$ cat src/rtl/perf_pkg.sv
// Shared definitions for the performance-monitor unit.
// Contents:
//   perf_state_e   - FSM state encoding (IDLE, RUN, DONE)
//   EV_*           - event-line indices for the standard pipeline events
//   DEFAULT_CNT_W  - default counter width
package perf_pkg;

    typedef enum logic [1:0] {
        IDLE = 2'd0,
        RUN  = 2'd1,
        DONE = 2'd2
    } perf_state_e;

    localparam int unsigned EV_STALL  = 0;
    localparam int unsigned EV_FLUSH  = 1;
    localparam int unsigned EV_RETIRE = 2;
    localparam int unsigned EV_BRANCH = 3;

    localparam int unsigned DEFAULT_CNT_W = 32;

endpackage

$ cat src/rtl/perf_counter_unit_if.sv
// Control / read-port bundle of the performance-monitor unit.
// Signals (directions as seen by the unit, i.e. the slave modport):
//   start_i     in   level; counting enabled while high
//   clear_i     in   pulse; zero counters and flags, return to IDLE
//   event_i     in   per-cycle event strobes
//   snap_i      in   pulse; capture snapshot (snapshot builds only)
//   rd_sel_i    in   0 = cycle counter, k = event counter k-1
//   rd_data_o   out  registered read data
//   cycle_o     out  live cycle count
//   running_o   out  high in RUN
//   done_o      out  high in DONE
//   overflow_o  out  sticky per-event saturation flags
interface perf_counter_unit_if #(
    parameter int unsigned N_EVENTS = 4,
    parameter int unsigned CNT_W    = 32,
    parameter int unsigned SEL_W    = 5
);
    logic                start_i;
    logic                clear_i;
    logic [N_EVENTS-1:0] event_i;
    logic                snap_i;
    logic [SEL_W-1:0]    rd_sel_i;
    logic [CNT_W-1:0]    rd_data_o;
    logic [CNT_W-1:0]    cycle_o;
    logic                running_o;
    logic                done_o;
    logic [N_EVENTS-1:0] overflow_o;

    modport master (
        output start_i, clear_i, event_i, snap_i, rd_sel_i,
        input  rd_data_o, cycle_o, running_o, done_o, overflow_o
    );

    modport slave (
        input  start_i, clear_i, event_i, snap_i, rd_sel_i,
        output rd_data_o, cycle_o, running_o, done_o, overflow_o
    );
endinterface

$ cat src/rtl/perf_event_counter.sv
// Saturating counter with sticky overflow flag.
// Ports:
//   clk_i   in   clock, rising edge
//   rst_i   in   asynchronous reset, active-low
//   clr_i   in   synchronous clear of count and flag (highest priority)
//   en_i    in   counting window enable
//   inc_i   in   increment request, honoured only while en_i is high
//   cnt_o   out  current count
//   ovf_o   out  set when an increment is requested while at all-ones
module perf_event_counter
    import perf_pkg::*;
#(
    parameter int unsigned CNT_W = DEFAULT_CNT_W
) (
    input  logic             clk_i,
    input  logic             rst_i,
    input  logic             clr_i,
    input  logic             en_i,
    input  logic             inc_i,
    output logic [CNT_W-1:0] cnt_o,
    output logic             ovf_o
);

    logic [CNT_W-1:0] cnt_q;
    logic             ovf_q;

    always_ff @(posedge clk_i or negedge rst_i) begin
        if (!rst_i) begin
            cnt_q <= '0;
            ovf_q <= 1'b0;
        end else if (clr_i) begin
            cnt_q <= '0;
            ovf_q <= 1'b0;
        end else if (en_i && inc_i) begin
            // Hold at all-ones; the lost increment is recorded in the flag.
            if (&cnt_q) begin
                ovf_q <= 1'b1;
            end else begin
                cnt_q <= cnt_q + 1'b1;
            end
        end
    end

    assign cnt_o = cnt_q;
    assign ovf_o = ovf_q;

endmodule

$ cat src/rtl/perf_counter_unit.sv
// Performance-monitor unit: counts run cycles and N_EVENTS pipeline event
// strobes, auto-stops after CYCLE_LIMIT run cycles (0 = never), and exposes
// every counter through a registered read port.
// Configuration macro: PERF_SNAPSHOT_EN adds shadow registers loaded by
// snap_i; reads then return the shadow values instead of the live counters.
// Ports:
//   clk_i   in   clock, rising edge
//   rst_i   in   asynchronous reset, active-low
//   bus     slave modport of perf_counter_unit_if (control, events, read port,
//           status outputs)
module perf_counter_unit
    import perf_pkg::*;
#(
    parameter int unsigned N_EVENTS    = 4,
    parameter int unsigned CNT_W       = DEFAULT_CNT_W,
    parameter int unsigned CYCLE_LIMIT = 64,
    parameter int unsigned SEL_W       = 5
) (
    input  logic               clk_i,
    input  logic               rst_i,
    perf_counter_unit_if.slave bus
);

    // A limit above the counter's range can never be hit: the cycle counter
    // saturates first, so the unit then behaves as if the limit were 0.
    localparam logic [63:0]      CntMax     = {64{1'b1}} >> (64 - CNT_W);
    localparam bit               LimitEn    = (CYCLE_LIMIT != 0) &&
                                              (64'(CYCLE_LIMIT) <= CntMax);
    localparam logic [CNT_W-1:0] LimitPrior = CNT_W'(CYCLE_LIMIT - 1);

    perf_state_e         state_q;
    logic                running_q;
    logic                done_q;
    logic                count_en;
    logic                limit_hit;
    logic [CNT_W-1:0]    cycle_cnt;
    logic                cycle_ovf_unused;
    logic [CNT_W-1:0]    event_cnt [N_EVENTS];
    logic [N_EVENTS-1:0] event_ovf;
    logic [CNT_W-1:0]    rd_src    [N_EVENTS+1];
    logic [CNT_W-1:0]    rd_data_d;
    logic [CNT_W-1:0]    rd_data_q;

    // The edge that enters RUN already counts, so IDLE with start_i high counts.
    assign count_en  = bus.start_i && (state_q != DONE) && !bus.clear_i;
    // This edge moves the cycle count onto the limit.
    assign limit_hit = LimitEn && (cycle_cnt == LimitPrior);

    always_ff @(posedge clk_i or negedge rst_i) begin
        if (!rst_i) begin
            state_q   <= IDLE;
            running_q <= 1'b0;
            done_q    <= 1'b0;
        end else if (bus.clear_i) begin
            state_q   <= IDLE;
            running_q <= 1'b0;
            done_q    <= 1'b0;
        end else begin
            unique case (state_q)
                IDLE, RUN: begin
                    if (!bus.start_i) begin
                        state_q   <= IDLE;
                        running_q <= 1'b0;
                        done_q    <= 1'b0;
                    end else if (limit_hit) begin
                        state_q   <= DONE;
                        running_q <= 1'b0;
                        done_q    <= 1'b1;
                    end else begin
                        state_q   <= RUN;
                        running_q <= 1'b1;
                        done_q    <= 1'b0;
                    end
                end
                DONE: begin
                    state_q   <= DONE;
                    running_q <= 1'b0;
                    done_q    <= 1'b1;
                end
                default: begin
                    state_q   <= IDLE;
                    running_q <= 1'b0;
                    done_q    <= 1'b0;
                end
            endcase
        end
    end

    perf_event_counter #(
        .CNT_W (CNT_W)
    ) u_cycle_cnt (
        .clk_i (clk_i),
        .rst_i (rst_i),
        .clr_i (bus.clear_i),
        .en_i  (count_en),
        .inc_i (1'b1),
        .cnt_o (cycle_cnt),
        .ovf_o (cycle_ovf_unused)
    );

    for (genvar k = 0; k < N_EVENTS; k++) begin : g_event
        perf_event_counter #(
            .CNT_W (CNT_W)
        ) u_event_cnt (
            .clk_i (clk_i),
            .rst_i (rst_i),
            .clr_i (bus.clear_i),
            .en_i  (count_en),
            .inc_i (bus.event_i[k]),
            .cnt_o (event_cnt[k]),
            .ovf_o (event_ovf[k])
        );
    end

`ifdef PERF_SNAPSHOT_EN
    logic [CNT_W-1:0] shadow_cycle_q;
    logic [CNT_W-1:0] shadow_event_q [N_EVENTS];

    // Shadows take the pre-edge counter values; counting runs on undisturbed.
    always_ff @(posedge clk_i or negedge rst_i) begin
        if (!rst_i) begin
            shadow_cycle_q <= '0;
            for (int k = 0; k < N_EVENTS; k++) shadow_event_q[k] <= '0;
        end else if (bus.clear_i) begin
            shadow_cycle_q <= '0;
            for (int k = 0; k < N_EVENTS; k++) shadow_event_q[k] <= '0;
        end else if (bus.snap_i) begin
            shadow_cycle_q <= cycle_cnt;
            for (int k = 0; k < N_EVENTS; k++) shadow_event_q[k] <= event_cnt[k];
        end
    end

    assign rd_src[0] = shadow_cycle_q;
    for (genvar k = 0; k < N_EVENTS; k++) begin : g_rd_src
        assign rd_src[k+1] = shadow_event_q[k];
    end
`else
    logic snap_unused;
    assign snap_unused = bus.snap_i;

    assign rd_src[0] = cycle_cnt;
    for (genvar k = 0; k < N_EVENTS; k++) begin : g_rd_src
        assign rd_src[k+1] = event_cnt[k];
    end
`endif

    // Selectors beyond N_EVENTS fall through to zero.
    always_comb begin
        rd_data_d = '0;
        for (int unsigned k = 0; k <= N_EVENTS; k++) begin
            if (bus.rd_sel_i == SEL_W'(k)) rd_data_d = rd_src[k];
        end
    end

    always_ff @(posedge clk_i or negedge rst_i) begin
        if (!rst_i) begin
            rd_data_q <= '0;
        end else begin
            rd_data_q <= rd_data_d;
        end
    end

    assign bus.rd_data_o  = rd_data_q;
    assign bus.cycle_o    = cycle_cnt;
    assign bus.running_o  = running_q;
    assign bus.done_o     = done_q;
    assign bus.overflow_o = event_ovf;

endmodule
$ cat src/flat_wrapper.sv
// flat-port wrapper written by rule: the top's interface ports become plain ports
module perf_counter_unit_flat import perf_pkg::*;
#(
    parameter int unsigned N_EVENTS    = 4,
    parameter int unsigned CNT_W       = DEFAULT_CNT_W,
    parameter int unsigned CYCLE_LIMIT = 64,
    parameter int unsigned SEL_W       = 5
)
  (clk_i, rst_i, bus_start_i, bus_clear_i, bus_event_i, bus_snap_i, bus_rd_sel_i, bus_rd_data_o, bus_cycle_o, bus_running_o, bus_done_o, bus_overflow_o);
  perf_counter_unit_if #(.N_EVENTS(N_EVENTS), .CNT_W(CNT_W), .SEL_W(SEL_W)) bus_i ();
  input  logic clk_i;
  input  logic rst_i;
  input wire logic [$bits(bus_i.start_i)-1:0] bus_start_i;
  input wire logic [$bits(bus_i.clear_i)-1:0] bus_clear_i;
  input wire logic [$bits(bus_i.event_i)-1:0] bus_event_i;
  input wire logic [$bits(bus_i.snap_i)-1:0] bus_snap_i;
  input wire logic [$bits(bus_i.rd_sel_i)-1:0] bus_rd_sel_i;
  output wire logic [$bits(bus_i.rd_data_o)-1:0] bus_rd_data_o;
  output wire logic [$bits(bus_i.cycle_o)-1:0] bus_cycle_o;
  output wire logic [$bits(bus_i.running_o)-1:0] bus_running_o;
  output wire logic [$bits(bus_i.done_o)-1:0] bus_done_o;
  output wire logic [$bits(bus_i.overflow_o)-1:0] bus_overflow_o;
  assign bus_i.start_i = bus_start_i;
  assign bus_i.clear_i = bus_clear_i;
  assign bus_i.event_i = bus_event_i;
  assign bus_i.snap_i = bus_snap_i;
  assign bus_i.rd_sel_i = bus_rd_sel_i;
  assign bus_rd_data_o = bus_i.rd_data_o;
  assign bus_cycle_o = bus_i.cycle_o;
  assign bus_running_o = bus_i.running_o;
  assign bus_done_o = bus_i.done_o;
  assign bus_overflow_o = bus_i.overflow_o;
  perf_counter_unit #(.N_EVENTS(N_EVENTS), .CNT_W(CNT_W), .CYCLE_LIMIT(CYCLE_LIMIT), .SEL_W(SEL_W)) u_core (.clk_i(clk_i), .rst_i(rst_i), .bus(bus_i));
endmodule
$ cat config.mk
export PLATFORM = sky130hd
export DESIGN_NAME = perf_counter_unit_flat
export DESIGN_NICKNAME = d
export VERILOG_FILES = /design/src/rtl/perf_pkg.sv /design/src/rtl/perf_counter_unit_if.sv /design/src/rtl/perf_event_counter.sv /design/src/rtl/perf_counter_unit.sv /design/src/flat_wrapper.sv
export SDC_FILE = /design/constraint.sdc
export NUM_CORES = 1
export LEC_CHECK = 0
export CAP_MARGIN = 20
export CORE_MARGIN = 4
export CORE_UTILIZATION = 40
export CTS_BUF_LIST = sky130_fd_sc_hd__clkbuf_8
export DETAILED_ROUTE_END_ITERATION = 7
export GPL_ROUTABILITY_DRIVEN = 0
export RECOVER_POWER = 25
export SLEW_MARGIN = 20
export SYNTH_ARGS = -nofsm -noshare
export SYNTH_HDL_FRONTEND = slang
export SYNTH_HIERARCHICAL = 1
export SYNTH_SLANG_ARGS = --single-unit
$ cat constraint.sdc
create_clock -name clk_i -period 9.5 [get_ports clk_i]
set_input_delay 1.9 -clock clk_i [delete_from_list [all_inputs] [get_ports clk_i]]
set_output_delay 1.9 -clock clk_i [all_outputs]
set_load 0.01 [all_outputs]
==> Word level (Yosys, flattened, before mapping) <==
Cells that the tools add are included.
{ "op_classes": {"n_addsub": 5, "n_eq_ne": 13, "mux": 44, "reduce_logical": 33} }
{ "op_table": {"columns": ["operator", "count"], "rows": [
  ["32-bit two-way mux", 20],
  ["32-bit by 1-bit adder with 32-bit output (second input constant)", 5],
  ["32-bit AND reduction", 5],
  ["32-bit by 6-bit equality test with 1-bit output (second input constant)", 1],
  ["1-bit two-way mux", 19],
  ["2-bit AND reduction", 9],
  ["2-bit nonzero test", 9],
  ["2-bit inequality test (second input constant)", 6],
  ["5-bit by 2-bit equality test with 1-bit output (second input constant)", 2],
  ["1-bit logical AND", 6],
  ["2-bit two-way mux", 3],
  ["5-bit by 1-bit equality test with 1-bit output (second input constant)", 1],
  ["5-bit by 3-bit equality test with 1-bit output (second input constant)", 1],
  ["5-bit zero test", 1],
  ["2-bit one-hot mux with 2 select lines", 1],
  ["2-bit by 1-bit equality test with 1-bit output (second input constant)", 1],
  ["2-bit equality test (second input constant)", 1],
  ["2-bit zero test", 1],
  ["1-bit one-hot mux with 2 select lines", 1],
  ["2-bit OR reduction", 1],
  ["1-bit zero test", 1]
]} }
{ "totals": {"regBits": 200, "input_bits": 14, "output_inout_bits": 70, "wordCells": 108} }

==> Logic depth before layout (Yosys ltp) <==
{ "depth": {"ltp_word": 6, "mapped_depth": 9, "ltp_nobuf": 7} }

==> By module <==
The synthesis kept the hierarchy.
{ "modules_own_cells": {"columns": ["mod", "n_inst", "cells_each", "area_per_inst_um2", "seq_area_each_um2"], "rows": [
  ["perf_event_counter (u_core.g_event[1].u_event_cnt ...)", 4, 198, 1806.7, 825.8],
  ["perf_counter_unit", 1, 135, 2119.5, 850.8],
  ["perf_event_counter (u_core.g_event[0].u_event_cnt)", 1, 196, 1899.3, 825.8]
]} }

==> Worst setup path after synthesis <==
OpenSTA, ideal clock, no wires.
{ "synth_timing": {"path_kind": "in2reg", "startpoint": "input bus_clear_i", "endpoint": "register u_core.u_cycle_cnt.cnt_q[26], in the netlist u_core/u_cycle_cnt/cnt_o[26]", "setup_time_ns": 0.125, "t_arrival_ns": 4.368, "required_ns": 9.375, "slack_ns": 5.007, "stages": 7, "path_buffers": 1, "cell_sequence": "nor3b_1 > nand3_1 > nor4_1 > and3_1 > clkbuf_1 > nand3_1 > mux2_2"} }
{ "synth_between": {"elab_chain_len": 4, "elab_cells_between_ends": 6, "cone_classes": "eq/ne (1); mux (1); reduce/logical (4)"} }
{ "synth_lines": {"columns": ["element", "line_no", "source"], "rows": [
  ["from (decl)", "flat_wrapper.sv:14", "input wire logic [$bits(bus_i.clear_i)-1:0] bus_clear_i;"],
  ["1-bit zero test", "perf_counter_unit.sv:45", "assign count_en = bus.start_i && (state_q != DONE) && !bus.clear_i;"],
  ["1-bit logical AND", "perf_counter_unit.sv:45", null],
  ["2-bit nonzero test (no source line)", null, null],
  ["2-bit AND reduction (no source line)", null, null],
  ["to (signal assigned)", "perf_event_counter.sv:39", "cnt_q <= cnt_q + 1'b1;"],
  ["to (decl)", "perf_event_counter.sv:24", "logic [CNT_W-1:0] cnt_q;"]
]} }
Several ways; a longest one is shown, not always the timed one.
A chain may end at the register's enable or synchronous reset.

==> results.yml <==
worst_setup_path:
  arrival_ps: 5820
  cp.required_ps: 9970
  crit_path_top_delay_cell: "clkbuf_1"
  path_buf_inv: 2
  slowest_delay_ps: 2760
  crit_type: "primary input to async pin"
  worstPathCellList: "clkbuf_1 -> buf_4"
  critPathCaptureType: "async pin"
  worst-path-max-fanout: 75
  start_kind: "primary input"
  cpLargestDelayFamily: "buffers and inverters"
routing:
  drcViolationCount: 0
  via_per_inst: 5.82
  wl_per_cell_um: 18.7
  drtIter0Drc: 934
  totalWireLength_mm: 29.2
  drtPass1Iterations: 6
  antenna_left: 0
  via_count: 9113
die:
  die_h_um: 175
  num_rows: 61
  die-area_mm2: 0.0308
  core_mm2: 0.0277
  die_w_um: 175
  start_util_pct: 40.5
  io-pin-count: 84
pwr:
  vdd_ir_drop_max_mv: 0.0777
  p_per_area_mw_per_mm2: 119
  power_leakage_nw: 4.87
synthesis:
  syn_area_per_cell_um2: 10.0
  syn_area_mm2: 0.0112
  yosys_warnings: 6
  synth_cells: 1119
layout:
  instances_no_fill: 1565
  fin_nets: 1193
  final_common_cell: "dfrtp_1"
  syn_to_final_growth_pct: 13.7
  design_area_mm2: 0.0127
  layout-drive-gt1-share_pct: 11.6
  diodes: 0
  mostFrequentLayoutCells: "198 x dfrtp_1, 95 x a21oi_1, 80 x nor2_1"
sta:
  finalClockSkew_ps: 15.9
  max_freq_mhz: 187
  fin_crit_ps: 5350
  rsz0062_at_grt: "no"
  setup-violations-final: 0
  relSlewSlack_pct: -166
  slew_viol_final: 76
  period_share_pct: 56.3
  setup_tns_ps: 0
  tightest_slew_ps: 3990
  hold_viol_final: 0
global_routing:
  antenna_found_initial: 0
  grt_pass1_vias: 8421
  grt_use_total_pct: 19.0
  grt_pass1_wl_mm: 47.0
  grt-ovfl-total: 0
  grt_start_max_net_pins: 151
placement:
  dpl-instance-area_mm2: 0.0123
  portBuffers: 82
  hpwl_mm: 20.4
  post-place-cells: 1533
clocking:
  cts_buffers: 17
  cts-root-buf: "clkbuf_8"
  cts_tree: "yes"
  clock_sinks: 198
  clockBufferDepth: 2
  path_clk_slew_ps: 100
  cts_hold_buffers: 0
  clk_latency_ps: 470
  cts_setup_buffers: 0
  htreeDepth: 4
  cts_resized: 0
run_status:
  run_status: "finished with violations"
  violations: "max-capacitance violations, max-slew violations"
flow_run:
  cap_violations: 1
min_path:
  hp-class: "flip-flop to flip-flop"
==> state kept, by name, summed over array words and instances, names as in the netlist <==
name                              count
u_core/u_cycle_cnt/cnt_o             32
u_core/g_event.u_event_cnt/ovf_o      4
u_core/bus.done_o                     1
u_core/bus.running_o                  1
u_core/g_event.u_event_cnt/cnt_o    128
u_core/bus.rd_data_o                 32
==> where the power goes <==
part | leakage, nW | switching, mW | internal [mW]
Clock | 0.219 | 0.331 | 0.268
Sequential | 2.76 | 0.00222 | 0.844
Combinational | 1.88 | 0.0475 | 0.0179
==> area by class of cell <==
cell class | instances | area (um2)
Clock buffer | 17 | 234
Clock inverter | 15 | 194
Fill cell | 2606 | 15000
Inverter | 37 | 139
Multi-Input combinational cell | 821 | 5800
Sequential cell | 198 | 4950
Tap cell | 378 | 473
Timing Repair Buffer | 99 | 953
==> per-layer routing <==
metal / vias up / routed length (um) / track usage, %
met4: 0 / 794 / 6.84
met3: 43 / 1540 / 2.78
met2: 276 / 13100 / 28.3
met5: - / 0 / 0
met1: 4501 / 13800 / 28.3
li1: 4293 / - / -
==> worst paths after layout <==
path	from	endpoint	slack [ps]	cells past startpoint
max	rst_i	u_core/g_event[2].u_event_cnt/cnt_o[12]	4150	2
min	u_core/g_event[1].u_event_cnt/ovf_o	u_core/g_event[1].u_event_cnt/ovf_o	540	2
max reg2reg	u_core/bus.done_o	u_core/g_event[1].u_event_cnt/cnt_o[22]	6190	8
min reg2reg	u_core/g_event[1].u_event_cnt/ovf_o	u_core/g_event[1].u_event_cnt/ovf_o	540	2
max in group clk_i	bus_start_i	u_core/g_event[1].u_event_cnt/cnt_o[22]	4830	8
min in group asynchronous	rst_i	u_core/g_event[3].u_event_cnt/cnt_o[27]	2810	1
==> metrics by stage <==
step / power [mW] / setup slack (ps) / hold slack (ps) / utilization, %
after global placement: 0.930 / 4330 / 496 / 44.5
final: 1.51 / 4150 / 539 / 46.0
after detailed placement: 0.930 / 4340 / 493 / 44.5
after global routing: 1.57 / 3260 / 549 / 46.0
after floorplan: 0.896 / 5010 / 505 / -
after CTS: 1.53 / 4830 / 537 / 46.0
Note: power is estimated with default switching activity, not from simulation.
